**config.mk**
```make
export PLATFORM = sky130hd
export DESIGN_NAME = envelope_demux20
export DESIGN_NICKNAME = d
export VERILOG_FILES = /design/src/rtl/envelope_demux20.sv
export SDC_FILE = /design/constraint.sdc
export NUM_CORES = 1
export LEC_CHECK = 0
export CORE_ASPECT_RATIO = 0.8
export CORE_MARGIN = 2
export CORE_UTILIZATION = 50
export CTS_CLUSTER_DIAMETER = 80
export DETAILED_ROUTE_END_ITERATION = 7
export HOLD_SLACK_MARGIN = 0.05
export PLACE_DENSITY = 0.82
export SYNTH_ARGS = -nofsm -noshare
export SYNTH_HDL_FRONTEND = slang
export SYNTH_SLANG_ARGS = --single-unit
```
**constraint.sdc**
```tcl
create_clock -name i_clk -period 6.3 [get_ports i_clk]
set_clock_uncertainty 0.05 [all_clocks]
set_input_delay 0.63 -clock i_clk [delete_from_list [all_inputs] [get_ports i_clk]]
set_output_delay 0.63 -clock i_clk [all_outputs]
set_load 0.05 [all_outputs]
```
**src/rtl/envelope_demux20.sv**
```systemverilog
// rtl/envelope_demux20.sv - time-division demultiplexer for per-voice envelope samples
//
// Collects NUM_CH serial beats from a shared sample bus into a shadow buffer
// and commits the complete frame atomically to parallel registered outputs.
//
// Ports:
//   i_clk          rising-edge system clock
//   i_reset        asynchronous active-high reset, clears all state and outputs
//   i_in_data      sample beat (WIDTH bits)
//   i_in_valid     i_in_data carries a beat this cycle
//   i_in_frame     beat is slot 0 of a new frame (only meaningful with i_in_valid)
//   o_ch_data      committed frame, slot n at [n*WIDTH +: WIDTH]
//   o_frame_done   one-cycle pulse on the cycle o_ch_data is updated
//   o_frame_err    one-cycle pulse when a frame start aborts a partial frame
//   o_frame_count  committed frame count, modulo 256
module envelope_demux20 #(
  parameter int NUM_CH = 4,
  parameter int WIDTH  = 20
) (
  input  logic                    i_clk,
  input  logic                    i_reset,
  input  logic [WIDTH-1:0]        i_in_data,
  input  logic                    i_in_valid,
  input  logic                    i_in_frame,
  output logic [NUM_CH*WIDTH-1:0] o_ch_data,
  output logic                    o_frame_done,
  output logic                    o_frame_err,
  output logic [7:0]              o_frame_count
);

  localparam int IDX_W = (NUM_CH > 1) ? $clog2(NUM_CH) : 1;
  localparam logic [IDX_W-1:0] LAST_IDX = IDX_W'(NUM_CH - 1);

  typedef enum logic {
    S_SYNC = 1'b0,
    S_RUN  = 1'b1
  } state_t;

  state_t                  r_state;
  logic [IDX_W-1:0]        r_idx;
  logic [NUM_CH*WIDTH-1:0] r_shadow;
  logic [NUM_CH*WIDTH-1:0] w_commit_data;

  // The committing beat goes straight to the output rather than through the
  // shadow, so the frame is published on the same edge its last beat arrives.
  always_comb begin
    w_commit_data = r_shadow;
    w_commit_data[(NUM_CH-1)*WIDTH +: WIDTH] = i_in_data;
  end

  always_ff @(posedge i_clk or posedge i_reset) begin
    if (i_reset) begin
      r_state       <= S_SYNC;
      r_idx         <= '0;
      r_shadow      <= '0;
      o_ch_data     <= '0;
      o_frame_done  <= 1'b0;
      o_frame_err   <= 1'b0;
      o_frame_count <= 8'd0;
    end else begin
      o_frame_done <= 1'b0;
      o_frame_err  <= 1'b0;
      if (i_in_valid) begin
        case (r_state)
          S_SYNC: begin
            // Beats without a frame marker are dropped silently while unsynced.
            if (i_in_frame) begin
              if (NUM_CH == 1) begin
                o_ch_data     <= w_commit_data;
                o_frame_done  <= 1'b1;
                o_frame_count <= o_frame_count + 8'd1;
              end else begin
                r_shadow[0 +: WIDTH] <= i_in_data;
                r_idx                <= IDX_W'(1);
                r_state              <= S_RUN;
              end
            end
          end
          S_RUN: begin
            if (i_in_frame) begin
              // Early frame start: abandon the partial frame and restart.
              // Stale shadow slots are harmless, each is rewritten before commit.
              o_frame_err          <= 1'b1;
              r_shadow[0 +: WIDTH] <= i_in_data;
              r_idx                <= IDX_W'(1);
            end else begin
              r_shadow[r_idx*WIDTH +: WIDTH] <= i_in_data;
              if (r_idx == LAST_IDX) begin
                o_ch_data     <= w_commit_data;
                o_frame_done  <= 1'b1;
                o_frame_count <= o_frame_count + 8'd1;
                r_idx         <= '0;
                r_state       <= S_SYNC;
              end else begin
                r_idx <= r_idx + IDX_W'(1);
              end
            end
          end
          default: begin
            r_state <= S_SYNC;
            r_idx   <= '0;
          end
        endcase
      end
    end
  end

endmodule

```
==> Word level (Yosys, flattened, before mapping) <==
Index checks and enable logic that the tools add are counted.
{ "totals": {"reg_bits": 173, "in_bits": 24, "out_inout_bits": 90} }
{ "classes": {"n_shift": 2, "bitwise": 2, "n_eq_ne": 2, "n_addsub": 3, "n_reduce_logical": 3, "muxes": 18, "mul": 1} }
{ "ops": {"columns": ["cell", "n"], "rows": [
  ["$bwmux W80", 1],
  ["$shift A20 B34 Y80 const A", 1],
  ["$shiftx A20 B34 Y80", 1],
  ["$mux W20", 2],
  ["$pmux W20 S2", 1],
  ["$neg A7 Y34", 1],
  ["$mux W1", 9],
  ["$add A8 B1 Y8 const B", 1],
  ["$mux W2", 3],
  ["$mul A2 B3 Y5 const B", 1],
  ["$pmux W2 S2", 1],
  ["$reduce_and A4 Y1", 1],
  ["$reduce_and A3 Y1", 1],
  ["$add A2 B1 Y2 const B", 1],
  ["$eq A2 B2 Y1 const B", 1],
  ["$ne A2 B2 Y1 const B", 1],
  ["$not A1 Y1", 2],
  ["$pmux W1 S2", 1],
  ["$reduce_and A2 Y1", 1]
]} }

==> Depth between registers and ports, before layout <==
Gate-level depths: netlist of run 1.
{ "logic_depth": {"depth_word": 6, "depth_mapped": 10, "mapped_depth_nobuf": 5} }

==> Least setup slack after synthesis of run 1 <==
No wires, ideal clock.
{ "synth_path": {"kind": "register to register", "start": "reg r_idx[0]", "end": "reg r_shadow[28]", "stages_incl_launch_ff": 10, "required_time_ns": 6.110, "period_less_slack_ns": 2.244, "arrival_ns": 2.054, "slack_ns": 4.056, "path_cell_list": "dfrtp_1 > buf_6 > buf_2 > inv_2 > ha_1 > buf_2 > buf_2 > mux2_1 > a31oi_1 > o221ai_1"} }
{ "synth_via": {"elab_chain_len": 4, "elab_cells_between_ends": 5} }
{ "synth_rtl": {"columns": ["item", "line", "source"], "rows": [
  ["from (decl)", "40", "logic [IDX_W-1:0] r_idx;"],
  ["from (signal assigned)", "95", "r_idx <= r_idx + IDX_W'(1);"],
  ["$mul A2 B3 Y5 *", "87", "r_shadow[r_idx*WIDTH +: WIDTH] <= i_in_data;"],
  ["$neg A7 Y34 *", "87", null],
  ["$shiftx A20 B34 Y80 / $shift A20 B34 Y80 (equally long branches)", "87", null],
  ["$bwmux W80 *", "87", null],
  ["to (signal, indexed assignment)", "73", "r_shadow[0 +: WIDTH] <= i_in_data;"],
  ["to (signal, indexed assignment)", "84", "r_shadow[0 +: WIDTH] <= i_in_data;"],
  ["to (signal, indexed assignment)", "87", null],
  ["to (decl)", "41", "logic [NUM_CH*WIDTH-1:0] r_shadow;"]
]} }
Mark *: on every way between the ends. The rest lies on a longest branch, timed or not.
A chain may end at the register's enable or synchronous reset.

==> Worst setup path after layout of run 1 <==
{ "layout_path": {"start": "reg r_idx[0]", "end": "reg r_shadow[8]"} }
{ "layout_via": {"elab_chain_len": 6, "elab_cells_between_ends": 7} }
{ "layout_rtl": {"columns": ["item", "line", "source"], "rows": [
  ["$mul A2 B3 Y5 *", "87", null],
  ["$neg A7 Y34 *", "87", null],
  ["$shiftx A20 B34 Y80 / $shift A20 B34 Y80 (equally long branches)", "87", null],
  ["$bwmux W80 *", "87", null],
  ["$mux W20 *", "80", "if (i_in_frame) begin"],
  ["$pmux W20 S2 *", "64", "case (r_state)"]
]} }
Marks and branches as above.

==> flow_metrics.tcl, run 1 <==
set metrics [dict create \
    status "finished clean" \
    floorplan.initialDensity 0.516 \
    synth.avg_cell_area_um2 9.97 \
    drt_wl_total_mm 19.2 \
    fmax_ghz 0.307 \
    die_h_um 110 \
    clk_path_buf_depth 2 \
    drc 0 \
    drive_gt1_frac 0.0758 \
    powerDensity_nw_per_um2 527 \
    placed_area_um2 8150 \
    crit_start "r_idx[0]" \
    endpoint_kind "register" \
    grt_max_degree 91 \
    cts_setup_buffers 0 \
    tightest_slew_ns 1.15 \
    track_usage 0.272 \
    clk_latency_ns 0.42 \
    worstSetupPathType "register to register" \
    period_share 0.516 \
    synth_edf_count 0 \
    ir_worst_vdd_mv 0.374 \
    yosys.area.top_type "dfrtp_1" \
    worstPathMaxFanout 43 \
    yosysMostFrequentCell "nand2_1" \
    grt_pass1_vias 5709 \
    wl_per_cell_um 19.5 \
    drv_slew 0 \
    io_buffers 113 \
    maxCapViolations 0 \
    synth-seq-cells 153 \
    start_kind "register" \
    hp-class "register to register" \
    fin_nets 822 \
    rsz0062_at_grt "no" \
    power.total_w 0.00460 \
    die_w_um 137 \
    rows 38 \
    slew_headroom 0.235 \
    area_delta_synth_final_pct 23.5 \
    clockRootBuffer "clkbuf_16" \
    ctsHoldBuffers 0 \
    cp.arrival_ns 3.50 \
    drt-pass1-iter-count 6 \
    synthArstFlopShare 1.00 \
    grt_pass1_wl_mm 31.1 \
    ys_warn_count 0 \
    cts_resized 0 \
    cp.required_ns 6.55 \
    cts_tree "yes" \
    core_um2 13700 \
    numCtsBuffers 17 \
    p_leak_nw 4.15 \
    ant_nets 0 \
    clkTransAtPathRegs_ns 0.06 \
    ys_types 55 \
    antenna_cells 0 \
    place_hpwl_mm 13.0 \
    netlist_area_um2 7060 \
    synthTopCellsByArea "dfrtp_1, nand2_1, o2bb2ai_1" \
    ios 114 \
    antenna_found_initial 0 \
    syn-instance-count 708 \
    synth_fp_nets 738 \
    reg2reg_from "r_idx[0]" \
    fin_crit_ns 3.25 \
    via_count 5769 \
    overflow 0 \
    setup_violations 0 \
    drt_iter0_markers 527 \
    synthFlopType "dfrtp_1" \
    synth_common_cells "nand2_1, dfrtp_1, buf_2" \
    final.setup.tns_ns 0 \
    htreeDepth 4 \
    gp_congestion 1.01 \
    die_area_um2 15100 \
    synth_top_area_frac 0.542 \
    vias_per_cell 5.86 \
    hp-start "o_ch_data[31]" \
    hold_viol 0 \
    final_area_um2 8720 \
    yosysSeqAreaShare 0.542 \
    clkSinkCount 153 \
]
[worst max-delay path, stage by stage (launching register included)]
cell and delay (ns):
dfrtp_1 0.32, buf_4 0.46, inv_2 0.17, ha_1 1.09, mux2_2 0.46, a22o_1 0.24, a221o_1 0.32
[worst paths after layout]
kind,end,slack [ns],cells after the start
hold reg to reg,o_ch_data[31],0.43,2
min in group asynchronous,o_ch_data[38],0.69,2
hold / removal,o_ch_data[31],0.43,2
setup reg to reg,r_shadow[8],3.05,6
setup / recovery,r_shadow[8],3.05,6
max in group asynchronous,o_ch_data[76],4.22,3
[layer usage]
layer  track usage  share of wire
met4        0.0817          0.019
met2         0.398           0.44
met3        0.0722          0.083
met1         0.400           0.46
met5        0.0139              0
[cell families after synthesis]
group,count (synthesis),synth area share
simple gates,355,0.228
flops,153,0.542
compound gates,97,0.110
buf+inv,63,0.0484
mux,27,0.0525
xor+xnor,7,0.00868
fa+ha+maj,6,0.0106
[layout by cell type, fill, tap and decap left out, drive strengths merged, types with 4 or more instances in the layout]
master,instances
a22o,10
inv,13
buf,4
and3b,6
o2bb2ai,17
nor3,7
o32a,4
clkinv,6
and3,13
dfrtp,153
a221o,7
nor2b,9
ha,6
mux2i,10
and4b,4
mux4,6
nand3,18
nand4,13
a22oi,9
o211ai,7
mux2,11
a21oi,14
a32o,4
a31oi,5
clkdlybuf4s50,113
o221ai,4
clkbuf,22
o21ai,8
nor2,10
nor3b,5
nand2,258
xor2,4
[sequential cells by signal (all words and copies together) (netlist names)]
| register | count |
|---|---|
| o_ch_data | 80 |
| r_shadow | 60 |
| o_frame_count | 8 |
| r_idx | 2 |
| o_frame_done | 1 |
| o_frame_err | 1 |
| r_state | 1 |
[power breakdown]
group	leakage, nW	internal [W]	total, W	switching [W]
logic	1.87	0.000699	0.00210	0.00140
clock network	0.281	0.000575	0.000970	0.000395
registers	2.00	0.00131	0.00153	0.000219
total	4.15	0.00258	0.00460	0.00201
[area by class of cell]
| type | instances | area, um2 |
|---|---|---|
| clock buffers | 22 | 474 |
| well taps | 180 | 225 |
| clock inverters | 10 | 92.6 |
| inverters | 11 | 46.3 |
| flip-flops and latches | 153 | 3830 |
| multi-input cells | 492 | 2890 |
| fillers | 1092 | 4970 |
| repair buffers | 117 | 1160 |
[per-stage QoR]
| step | std cells | hold WS, ns | util | setup slack, ns |
|---|---|---|---|---|
| floorplan | 708 | 0.382 | - | 1.50 |
| global placement | 953 | 0.407 | 0.595 | 2.98 |
| detailed placement | 953 | 0.412 | 0.595 | 2.84 |
| CTS | 985 | 0.430 | 0.637 | 3.09 |
| global route | 985 | 0.444 | 0.637 | 2.84 |
| finish | 985 | 0.426 | 0.637 | 3.05 |
Note: power is estimated with default switching activity, not from simulation.
==> run 2, diff against run 1 <==
==> constraint.sdc (replaced) <==
create_clock -name i_clk -period 3.2 [get_ports i_clk]
set_clock_uncertainty 0.05 [all_clocks]
set_input_delay 0.32 -clock i_clk [delete_from_list [all_inputs] [get_ports i_clk]]
set_output_delay 0.32 -clock i_clk [all_outputs]
set_load 0.05 [all_outputs]
==> run 2 against run 1 <==
Utilization grew 1.1 points; hold slack lost 0.071 ns; final area grew 1.8%; clock power grew 110%; critical path depth shrank 1; maximum frequency grew 29%; combinational power grew 100%; worst setup slack lost 2.4 ns; sequential cell count is the same; cell count grew 1.3%; global-route usage grew 0.23 points; highest routed layer unchanged; sequential power grew 95%.
==> flow_metrics.tcl, run 2 (same netlist as run 1, synthesis figures left out) <==
set metrics [dict create \
    drive_gt1_frac 0.0929 \
    worstSetupPathType "register to register" \
    hp-class "input pin to async pin" \
    hold_viol 0 \
    rows 38 \
    grt_max_degree 60 \
    use_met2 0.409 \
    reg2regPathDepth 5 \
    grt_pass1_vias 5623 \
    layout_commonest_cell "nand2_1" \
    drv_slew 0 \
    antenna_cells 0 \
    busiest_layer "met2" \
    maxCapViolations 0 \
    die_area_um2 15100 \
    p_leak_nw 4.24 \
    rsz0062_at_grt "no" \
    ctsHoldBuffers 0 \
    largest_register_ffs 80 \
    start_kind "register" \
    cts_tree "yes" \
    endpoint_kind "register" \
    layoutNonFillerInstCount 998 \
    cp.arrival_ns 2.79 \
    cp.required_ns 3.48 \
    ios 114 \
    clk_latency_ns 0.42 \
    clkTransAtPathRegs_ns 0.07 \
    final_area_um2 8870 \
    grtUsageMet3 0.0604 \
    regMostFlops "o_ch_data" \
    die_h_um 110 \
    overflow 0 \
    r2r_slack_ns 0.69 \
    ir_worst_vdd_mv 0.722 \
    io_buffers 113 \
    slew_headroom 0.432 \
    wl_per_cell_um 19.2 \
    track_usage 0.275 \
    via_count 5771 \
    ant_nets 0 \
    clkSinkCount 153 \
    powerDensity_nw_per_um2 1040 \
    drt_iter0_markers 598 \
    antenna_found_initial 0 \
    status "finished clean" \
    grt_pass1_wl_mm 31.1 \
    cts_setup_buffers 0 \
    cpPeakStageDelay_ns 0.60 \
    fmax_ghz 0.398 \
    vias_per_cell 5.78 \
    fin_nets 835 \
    final_cell_mix "nand2_1, dfrtp_1, clkdlybuf4s50_1" \
    tightest_slew_ns 0.851 \
    placed_area_um2 8270 \
    fin_crit_ns 2.51 \
    grt_use_met1 0.405 \
    crit_path_cell_trace "buf_4 > ha_1 > and4b_1 > nand2_1 > o211ai_1" \
    cp_slowest_cell "and4b_1" \
    worstPathMaxFanout 42 \
    drt_wl_total_mm 19.2 \
    drt-pass1-iter-count 6 \
    cts_resized 0 \
    reg2reg_from "r_idx[0]" \
    place_hpwl_mm 13.7 \
    dp.cells 966 \
    die_w_um 137 \
    crit_start "r_idx[0]" \
    core_um2 13700 \
    area_delta_synth_final_pct 25.7 \
    gp_congestion 0.972 \
    clockRootBuffer "clkbuf_16" \
    numCtsBuffers 17 \
    reg2reg_to "r_shadow[32]" \
    final.setup.tns_ns 0 \
    clk_path_buf_depth 2 \
    drc 0 \
    floorplan.initialDensity 0.516 \
    htreeDepth 4 \
    pre_cts_slack_ns 0.718 \
    reg.largest.list "o_ch_data x80, r_shadow x60, o_frame_count x8" \
    period_share 0.786 \
    setup_ws_ns 0.686 \
    setup_violations 0 \
]
==> run 2: changes by cell type in the layout (fill, tap and decap cells not counted), sizes merged <==
| cell | previous run | this run |
|---|---|---|
| clkbuf | 22 | 18 |
| buf | 4 | 17 |
| bufinv | 1 | 2 |
| inv | 13 | 16 |
==> run 2: routing by layer <==
layer	wire, um	up-vias
li1	-	2649
met1	8860	2859
met2	8490	241
met3	1570	22
met4	274	0
met5	0	-
==> run 2: critical path: cells and delay by family, from the launching register on <==
family                   cells  cell delay (ns)
AND/OR/NAND/NOR              2             0.87
buffers and inverters        1             0.48
adder cells (fa/ha/maj)      1             0.39
flip-flops                   1             0.35
AO/OA/AOI/OAI                1             0.27
==> run 2: per-stage QoR <==
step                 util  hold slack, ns  power [W]
floorplan               -           0.375    0.00582
global placement    0.604           0.405    0.00711
detailed placement  0.604           0.412    0.00718
CTS                 0.648           0.375    0.00924
global route        0.648           0.435    0.00967
finish              0.648           0.354    0.00920
==> run 2: layout make-up <==
cell class                      instances  area (um2)
Fill cell                            1077        4820
Sequential cell                       153        3830
Multi-Input combinational cell        492        2890
Timing Repair Buffer                  130        1280
Clock buffer                           18         439
Tap cell                              180         225
Clock inverter                         14         163
Inverter                               11        45.0
==> run 2: worst max path at each step <==
stage                     cells after the start  slack [ns]      endpoint
after floorplan                               1        0.90  o_ch_data[0]
after global placement                        5        0.77   r_shadow[7]
after global routing                          5        0.48  r_shadow[32]
after detailed placement                      5        0.72   r_shadow[8]
after CTS                                     5        0.74  r_shadow[32]
final                                         5        0.69  r_shadow[32]
==> run 2: where the power goes <==
| group | total (W) | switching (W) | internal [W] |
|---|---|---|---|
| clock network | 0.00202 | 0.000831 | 0.00119 |
| registers | 0.00299 | 0.000407 | 0.00258 |
| logic | 0.00420 | 0.00278 | 0.00141 |
